## config.mk

```make
export PLATFORM = sky130hd
export DESIGN_NAME = mod4051_residue_accum
export DESIGN_NICKNAME = d
export VERILOG_FILES = /design/src/rtl/mod4051_residue_accum.sv
export SDC_FILE = /design/constraint.sdc
export NUM_CORES = 1
export LEC_CHECK = 0
export CAP_MARGIN = 20
export CORE_ASPECT_RATIO = 0.6
export CORE_UTILIZATION = 50
export DETAILED_ROUTE_END_ITERATION = 10
export GPL_TIMING_DRIVEN = 0
export PLACE_DENSITY_LB_ADDON = 0.05
export REMOVE_ABC_BUFFERS = 1
export SLEW_MARGIN = 5
export SYNTH_ARGS = -nofsm -noshare
export SYNTH_HDL_FRONTEND = slang
export SYNTH_SLANG_ARGS = --single-unit
```

## constraint.sdc

```tcl
create_clock -name clk -period 3.91 [get_ports clk]
set_input_delay 0.391 -clock clk [delete_from_list [all_inputs] [get_ports clk]]
set_output_delay 0.391 -clock clk [all_outputs]
set_load 0.01 [all_outputs]
```

## src/rtl/mod4051_residue_accum.sv

```systemverilog
// Sequential mod-4051 accumulator for the 67 partial residues of a 400-bit operand.
// Terms arrive one per beat; the reduced sum is held with a valid/ready handshake.
module mod4051_residue_accum #(
    parameter int MOD       = 4051,
    parameter int W         = 12,
    parameter int NUM_TERMS = 67,
    parameter int CNT_W     = 7
) (
    input  logic         clk,
    input  logic         rst,
    input  logic         in_valid,
    output logic         in_ready,
    input  logic [W-1:0] in_residue,
    input  logic         in_last,
    output logic         out_valid,
    input  logic         out_ready,
    output logic [W-1:0] out_residue,
    output logic         out_err
);

    typedef enum logic [1:0] {
        S_IDLE  = 2'd0,
        S_ACCUM = 2'd1,
        S_HOLD  = 2'd2
    } state_t;

    state_t             state_q, state_d;
    logic [W-1:0]       acc_q, acc_d;
    logic [CNT_W-1:0]   cnt_q, cnt_d;
    logic               err_q, err_d;

    logic               accept;
    logic               range_err;
    logic [W-1:0]       term_r;
    logic [W:0]         sum_s;
    logic [W:0]         sum_sub;
    logic [W-1:0]       acc_red;
    logic               is_final_cnt;
    logic               term_end;
    logic               term_err;
    logic               release_hs;

    assign accept    = in_valid & in_ready;
    assign range_err = (in_residue >= W'(MOD));
    // Inputs never exceed 2^W-1 < 2*MOD, so one conditional subtract fully reduces them.
    assign term_r    = range_err ? (in_residue - W'(MOD)) : in_residue;

    assign sum_s   = {1'b0, acc_q} + {1'b0, term_r};
    assign sum_sub = sum_s - (W+1)'(MOD);
    assign acc_red = (sum_s >= (W+1)'(MOD)) ? sum_sub[W-1:0] : sum_s[W-1:0];

    assign is_final_cnt = (cnt_q == CNT_W'(NUM_TERMS - 1));
    assign term_end     = accept & (in_last | is_final_cnt);
    // in_last must coincide exactly with the final term; any mismatch is a count error.
    assign term_err     = range_err | (in_last ^ is_final_cnt);
    assign release_hs   = out_valid & out_ready;

    always_ff @(posedge clk or posedge rst) begin
        if (rst) begin
            state_q <= S_IDLE;
        end else begin
            state_q <= state_d;
        end
    end

    always_comb begin
        state_d = state_q;
        case (state_q)
            S_IDLE: begin
                if (term_end) begin
                    state_d = S_HOLD;
                end else if (accept) begin
                    state_d = S_ACCUM;
                end
            end
            S_ACCUM: begin
                if (term_end) begin
                    state_d = S_HOLD;
                end
            end
            S_HOLD: begin
                if (release_hs) begin
                    state_d = S_IDLE;
                end
            end
            default: state_d = S_IDLE;
        endcase
    end

    always_comb begin
        in_ready  = 1'b0;
        out_valid = 1'b0;
        case (state_q)
            S_IDLE:  in_ready  = 1'b1;
            S_ACCUM: in_ready  = 1'b1;
            S_HOLD:  out_valid = 1'b1;
            default: begin
                in_ready  = 1'b0;
                out_valid = 1'b0;
            end
        endcase
    end

    always_comb begin
        acc_d = acc_q;
        cnt_d = cnt_q;
        err_d = err_q;
        if (release_hs) begin
            acc_d = '0;
            cnt_d = '0;
            err_d = 1'b0;
        end else if (accept) begin
            acc_d = acc_red;
            cnt_d = cnt_q + CNT_W'(1);
            err_d = err_q | term_err;
        end
    end

    always_ff @(posedge clk or posedge rst) begin
        if (rst) begin
            acc_q <= '0;
            cnt_q <= '0;
            err_q <= 1'b0;
        end else begin
            acc_q <= acc_d;
            cnt_q <= cnt_d;
            err_q <= err_d;
        end
    end

    // The accumulator itself is the result register; it is frozen while in HOLD.
    assign out_residue = acc_q;
    assign out_err     = err_q;

endmodule

```

==> results of run 1 <==
[logic make-up after synthesis]
family | count (synthesis) | synth area share
and+or+nand+nor | 115 | 0.270
AOI/OAI and AO/OA | 69 | 0.239
buffers and inverters | 25 | 0.0525
DFF | 22 | 0.246
xor gates and xnor gates | 18 | 0.0704
adders and majority gates | 18 | 0.104
muxes | 4 | 0.0184
[sequential cells by signal, summed over array words and instances, names as in the netlist]
name and cells:
out_residue 12, cnt_q 7, state_q 2, out_err 1
[final cells by class]
class / count / area [um2] / share of cell area
Inverter: 13 / 48.8 / 0.0161
Tap cell: 60 / 75.1 / 0.0248
Multi-Input combinational cell: 224 / 1800 / 0.595
Clock buffer: 4 / 55.1 / 0.0182
Timing Repair Buffer: 53 / 495 / 0.164
Sequential cell: 22 / 551 / 0.182
[critical path, cell delays in order]
cell,delay (ps)
clkdlybuf4s15_1,180
and4_4,220
nand3_4,90
nor2_4,190
xor2_1,210
ha_2,220
inv_2,40
fa_2,330
nand2b_4,160
a211oi_4,280
a2bb2oi_4,270
buf_6,140
nor3b_4,40
or4_4,560
a31oi_4,320
buf_12,170
mux2i_1,180
o21ai_1,70
[routing by layer]
layer | up-vias | track usage | part of all wire
met5 | - | 0 | 0
met2 | 103 | 0.424 | 0.42
li1 | 1085 | - | -
met1 | 1048 | 0.457 | 0.50
met3 | 12 | 0.0537 | 0.067
met4 | 0 | 0.0726 | 0.014
[power breakdown]
part           total [uW]  switching [uW]  internal, uW  leakage [uW]
Clock                 166            76.1          89.9     0.0000288
Sequential            410            97.0           313      0.000277
Combinational        1970            1060           910      0.000994
[worst paths after layout]
path                       cells after the start           start        endpoint
min in group asynchronous                      2             rst        cnt_q[1]
max reg2reg                                   13  out_residue[0]  out_residue[1]
min reg2reg                                    1      state_q[1]      state_q[0]
min                                            1      state_q[1]      state_q[0]
max in group asynchronous                      2             rst        cnt_q[4]
max                                           18   in_residue[7]  out_residue[1]
[per-stage QoR]
stage | hold WS [ps] | instance area (um2) | util | setup TNS [ps]
global route | 499 | 3030 | 0.719 | -944
CTS | 466 | 2990 | 0.710 | -81.1
finish | 462 | 3030 | 0.719 | -31.2
detailed placement | 456 | 2560 | 0.607 | -16710
global placement | 455 | 2560 | 0.607 | -16120
floorplan | 380 | 2170 | - | -374
[timing repair]
action,CTS,global route
cloned,1,0
gates resized for setup,72,14
setup buffers,15,6
setup endpoints to repair,12,12
pin swaps,21,15
hold endpoints to repair,0,0
[cells in the final DEF (no fill, tap or decap), drive strengths merged, types with 4 or more instances in the layout]
cell	synthesis	final
dlygate4sd2	0	4
nor3	10	10
nor2b	9	9
xor2	7	7
nand4	4	4
buf	4	25
nand2	26	26
clkbuf	8	8
a21oi	11	11
nand3	12	12
o21ai	20	20
dfrtp	22	22
a31oi	4	4
or4	4	4
clkdlybuf4s50	0	19
inv	13	13
ha	17	17
and2	4	4
a21o	6	6
xnor2	11	11
nor2	22	22
==> impl_metrics.toml, run 1 <==
[detailed_routing]
wirelength_um = 6600
drc_errors = 0
drtIter0Drc = 259
vias = 2248
vias_per_cell = 5.98
antenna_left = 0
dr.pass1.iters = 7
post_drt_wl_per_cell_um = 17.5

[power_and_ir_drop]
p_total_uw = 2550
powerDensity_nw_per_um2 = 841
irDropWorstVdd_uv = 470
power_leakage_uw = 0.00130

[placement]
dpl.hpwl_um = 4350
post-place-ws_ps = -1580
gp_congestion = 0.804
dp.cells = 350
numPortBuffers = 31

[clocking]
path_clk_slew_ps = 90
cts_buffer_depth = 2
clk_latency_ps = 270
clock-sinks = 22
cts_tree = "done"
htree_levels = 1
cts_buffers = 3
cts_root_buf = "clkbuf_8"
cts_hold_buf = 0

[sta]
setup_violations = 2
max-slew-margin-rel = 0.427
setup_ws_ps = -28.6
rsz0062_at_grt = "yes"
hold_viol_final = 0
slew_violations = 0
worstMarginPinSlew_ps = 859
period_share = 1.01
fmax_mhz = 254
min_period_ps = 3940
finClkSkew_ps = 9.44

[logic_synthesis]
synth_seq_area_share = 0.246
synth_common_cells = "nand2_1 (26), dfrtp_1 (22), nor2_1 (22), ha_1 (17), o21ai_0 (14)"
ys_ff_latch = 22
yosys-top-cells-area = "dfrtp_1 (25%), ha_1 (9.5%), nand2_1 (4.4%)"
synthCells = 271
synth_top_cell_by_area = "dfrtp_1"
yosysMostFrequentCell = "nand2_1"
syn_area_um2 = 2240
postSynthAreaPerCell_um2 = 8.26
yosysWarnings = 0
yosysUniqueCellTypes = 62
synthFlopType = "dfrtp_1"
synth_edf_count = 0
synthArstFlopShare = 1.00
synth_top_area_share = 0.246

[flow_run]
cap_violations = 0

[setup_path]
cp.required_ps = 4040
cp_data_arrival_time_ps = 4070
critPathMaxFanout = 6
regToRegSetupSlack_ps = 630
path_class = "in -> reg"
crit_path_end_kind = "register"
startpoint_type = "input pin"

[global_routing]
grt.overflow.total = 0
grt_antenna_before_repair = 0
grt_max_degree = 24
grt_use_total = 0.297
grt_pass1_vias = 1976
grt_pass1_wl_um = 10400

[floorplanning]
dieArea_um2 = 4760
rows = 18
die_w_um = 88.4
design.core.area_um2 = 4210
ios = 32
die_y_um = 53.8
start_util = 0.532

[layout]
fillers = 344
drive_gt1_frac = 0.256
areaGrowthSynthToFinish_pct = 35.2
n_antenna_cell = 0
nets = 352
instances_no_fill = 376

[run_status]
status = "finished with violations"
violations = "negative setup slack"

[hold_path]
hp-class = "reg -> reg"
Note: power is estimated with default switching activity, not from simulation.
==> run 2, diff against run 1 <==
- CORE_MARGIN: not set -> 2
==> run 2 against run 1 <==
Against the previous run:
- the flow still finishes with violations (negative setup slack)
- sequential power about the same
- critical path depth stayed put
- combinational power grew 4%
- sequential share of layout area decreased by 0.48 points
- via count grew 5.0%
- utilization rose by 2.0 points
- die area up 6.1%
- global-route usage decreased by 3.6 points
- total power grew 2.8%
- largest power group unchanged
==> impl_metrics.toml, run 2 (synthesis gave the netlist of run 1 again) <==
[layout]
fin_area_um2 = 3110
nets = 359
most-common-layout-cells = "nand2_1 (25), buf_4 (25), dfrtp_1 (22)"
largest_register_ffs = 12
fillers = 333
areaGrowthSynthToFinish_pct = 38.9
n_antenna_cell = 0
drive_gt1_frac = 0.279

[global_routing]
grt_use_total = 0.261
grt_pass1_wl_um = 10700
grt_max_degree = 24
grt_antenna_before_repair = 0
grt_pass1_vias = 2065
grt.overflow.total = 0

[sta]
setup_ws_ps = -73.3
hold_viol_final = 0
min_period_ps = 3980
worstMarginPinSlew_ps = 895
setup_violations = 4
fmax_mhz = 251
timing.setup.tns_ps = -192
max-slew-margin-rel = 0.402
finClkSkew_ps = 5.84
rsz0062_at_grt = "yes"
slew_violations = 0
period_share = 1.02

[floorplanning]
die_y_um = 55.8
start_util = 0.532
ios = 32
die_w_um = 90.4
dieArea_um2 = 5050
rows = 18
design.core.area_um2 = 4210

[placement]
dpl.hpwl_um = 4340
gp_congestion = 0.913
placed_area_um2 = 2560
numPortBuffers = 31
post-place-ws_ps = -1530

[detailed_routing]
post_drt_wl_per_cell_um = 17.8
met1_length_um = 3290
vias = 2361
antenna_left = 0
vias_per_cell = 6.16
wl_met2_um = 2910
drc_errors = 0
top_layer = "met4"
wirelength_um = 6810
wl_met3_um = 534
drtIter0Drc = 292
dr.pass1.iters = 5

[setup_path]
cp.required_ps = 4110
critPathMaxFanout = 8
crit_slowest_cell = "or4b_4"
critPathTopFamily = "simple AND/OR/NAND/NOR gates"
slowest_delay_ps = 500
cp_data_arrival_time_ps = 4180
cp_cell_sequence = "buf_8, buf_4, buf_4, a211oi_1, nor2b_1, or4b_4, nand2_2, ha_4, a21o_1, or3_4, a2bb2oi_4, nor4b_4, or4_4, a31oi_4, buf_12, buf_4, or4b_1, nand3_1"
crit_buf_inv = 5
path_class = "in -> reg"
startpoint_type = "input pin"
cpMostUsedCell = "buf_4"
crit_path_end_kind = "register"

[clocking]
cts_buffers = 3
cts_root_buf = "clkbuf_8"
cts_hold_buf = 0
cts_buffer_depth = 2
clock-sinks = 22
path_clk_slew_ps = 80
clk_latency_ps = 260
cts_tree = "done"
htree_levels = 1

[power_and_ir_drop]
irDropWorstVdd_uv = 447
power_leakage_uw = 0.00137
powerDensity_nw_per_um2 = 841

[run_status]
violations = "negative setup slack"
status = "finished with violations"

[hold_path]
hp-class = "reg -> reg"

[flow_run]
cap_violations = 0
## run 2: changes by cell type in the layout (fill, tap and decap cells not counted), moves of 2 or more
cell,before,now
clkbuf_2,4,6
dlygate4sd2_1,4,1
buf_4,18,25
dlymetal6s2s_1,0,3
## run 2: final cells by class
type	instances	area, um2	area share
clock buffers	4	55.1	0.0177
inverters	13	48.8	0.0157
multi-input cells	224	1830	0.587
flip-flops and latches	22	551	0.177
well taps	60	75.1	0.0241
repair buffers	60	554	0.178
## run 2: worst register-to-register path, cell delays in order, from the launching register on
cell       delay (ps)
dfrtp_1           390
ha_2              200
inv_2              40
fa_2              330
nand2b_4          160
a211oi_4          300
a2bb2oi_4         340
nor3_4             80
or4_4             570
a31oi_4           280
buf_4             160
o41ai_2            50
a32o_1            270
## run 2: path summary, 6_finish.rpt
kind,start,to,slack [ps],cells after the start
worst max-delay path,in_residue[0],out_residue[7],-70,18
max in group asynchronous,rst,cnt_q[1],2750,2
worst min register to register,state_q[1],state_q[0],460,1
worst max register to register,out_residue[0],out_residue[9],630,12
worst min-delay path,state_q[1],state_q[0],460,1
min in group asynchronous,rst,cnt_q[0],620,2
## run 2: routing by layer
metal	vias up	global-route usage
met5	-	0
met4	0	0.0418
met2	109	0.371
li1	1101	-
met1	1139	0.410
met3	12	0.0528
## run 2: power by group
part           switching [uW]  internal, uW  total, uW
Clock                    73.2          89.7        163
Combinational            1090           956       2040
Sequential               98.6           313        412
## run 2: per-stage QoR
stage	cells	hold WS, ps	total power (uW)	utilization
after CTS	372	464	2410	0.706
after global routing	383	490	2780	0.739
after detailed placement	350	453	1900	0.607
after global placement	350	454	1880	0.607
final	383	458	2620	0.739
after floorplan	259	380	1490	-
## run 2: what timing repair did
item / CTS / global route
resized for setup: 58 / 33
pin swaps: 20 / 28
cloned: 1 / 0
setup endpoints to repair: 12 / 12
setup buffers: 17 / 12
endpoints found under the hold margin: 0 / 0
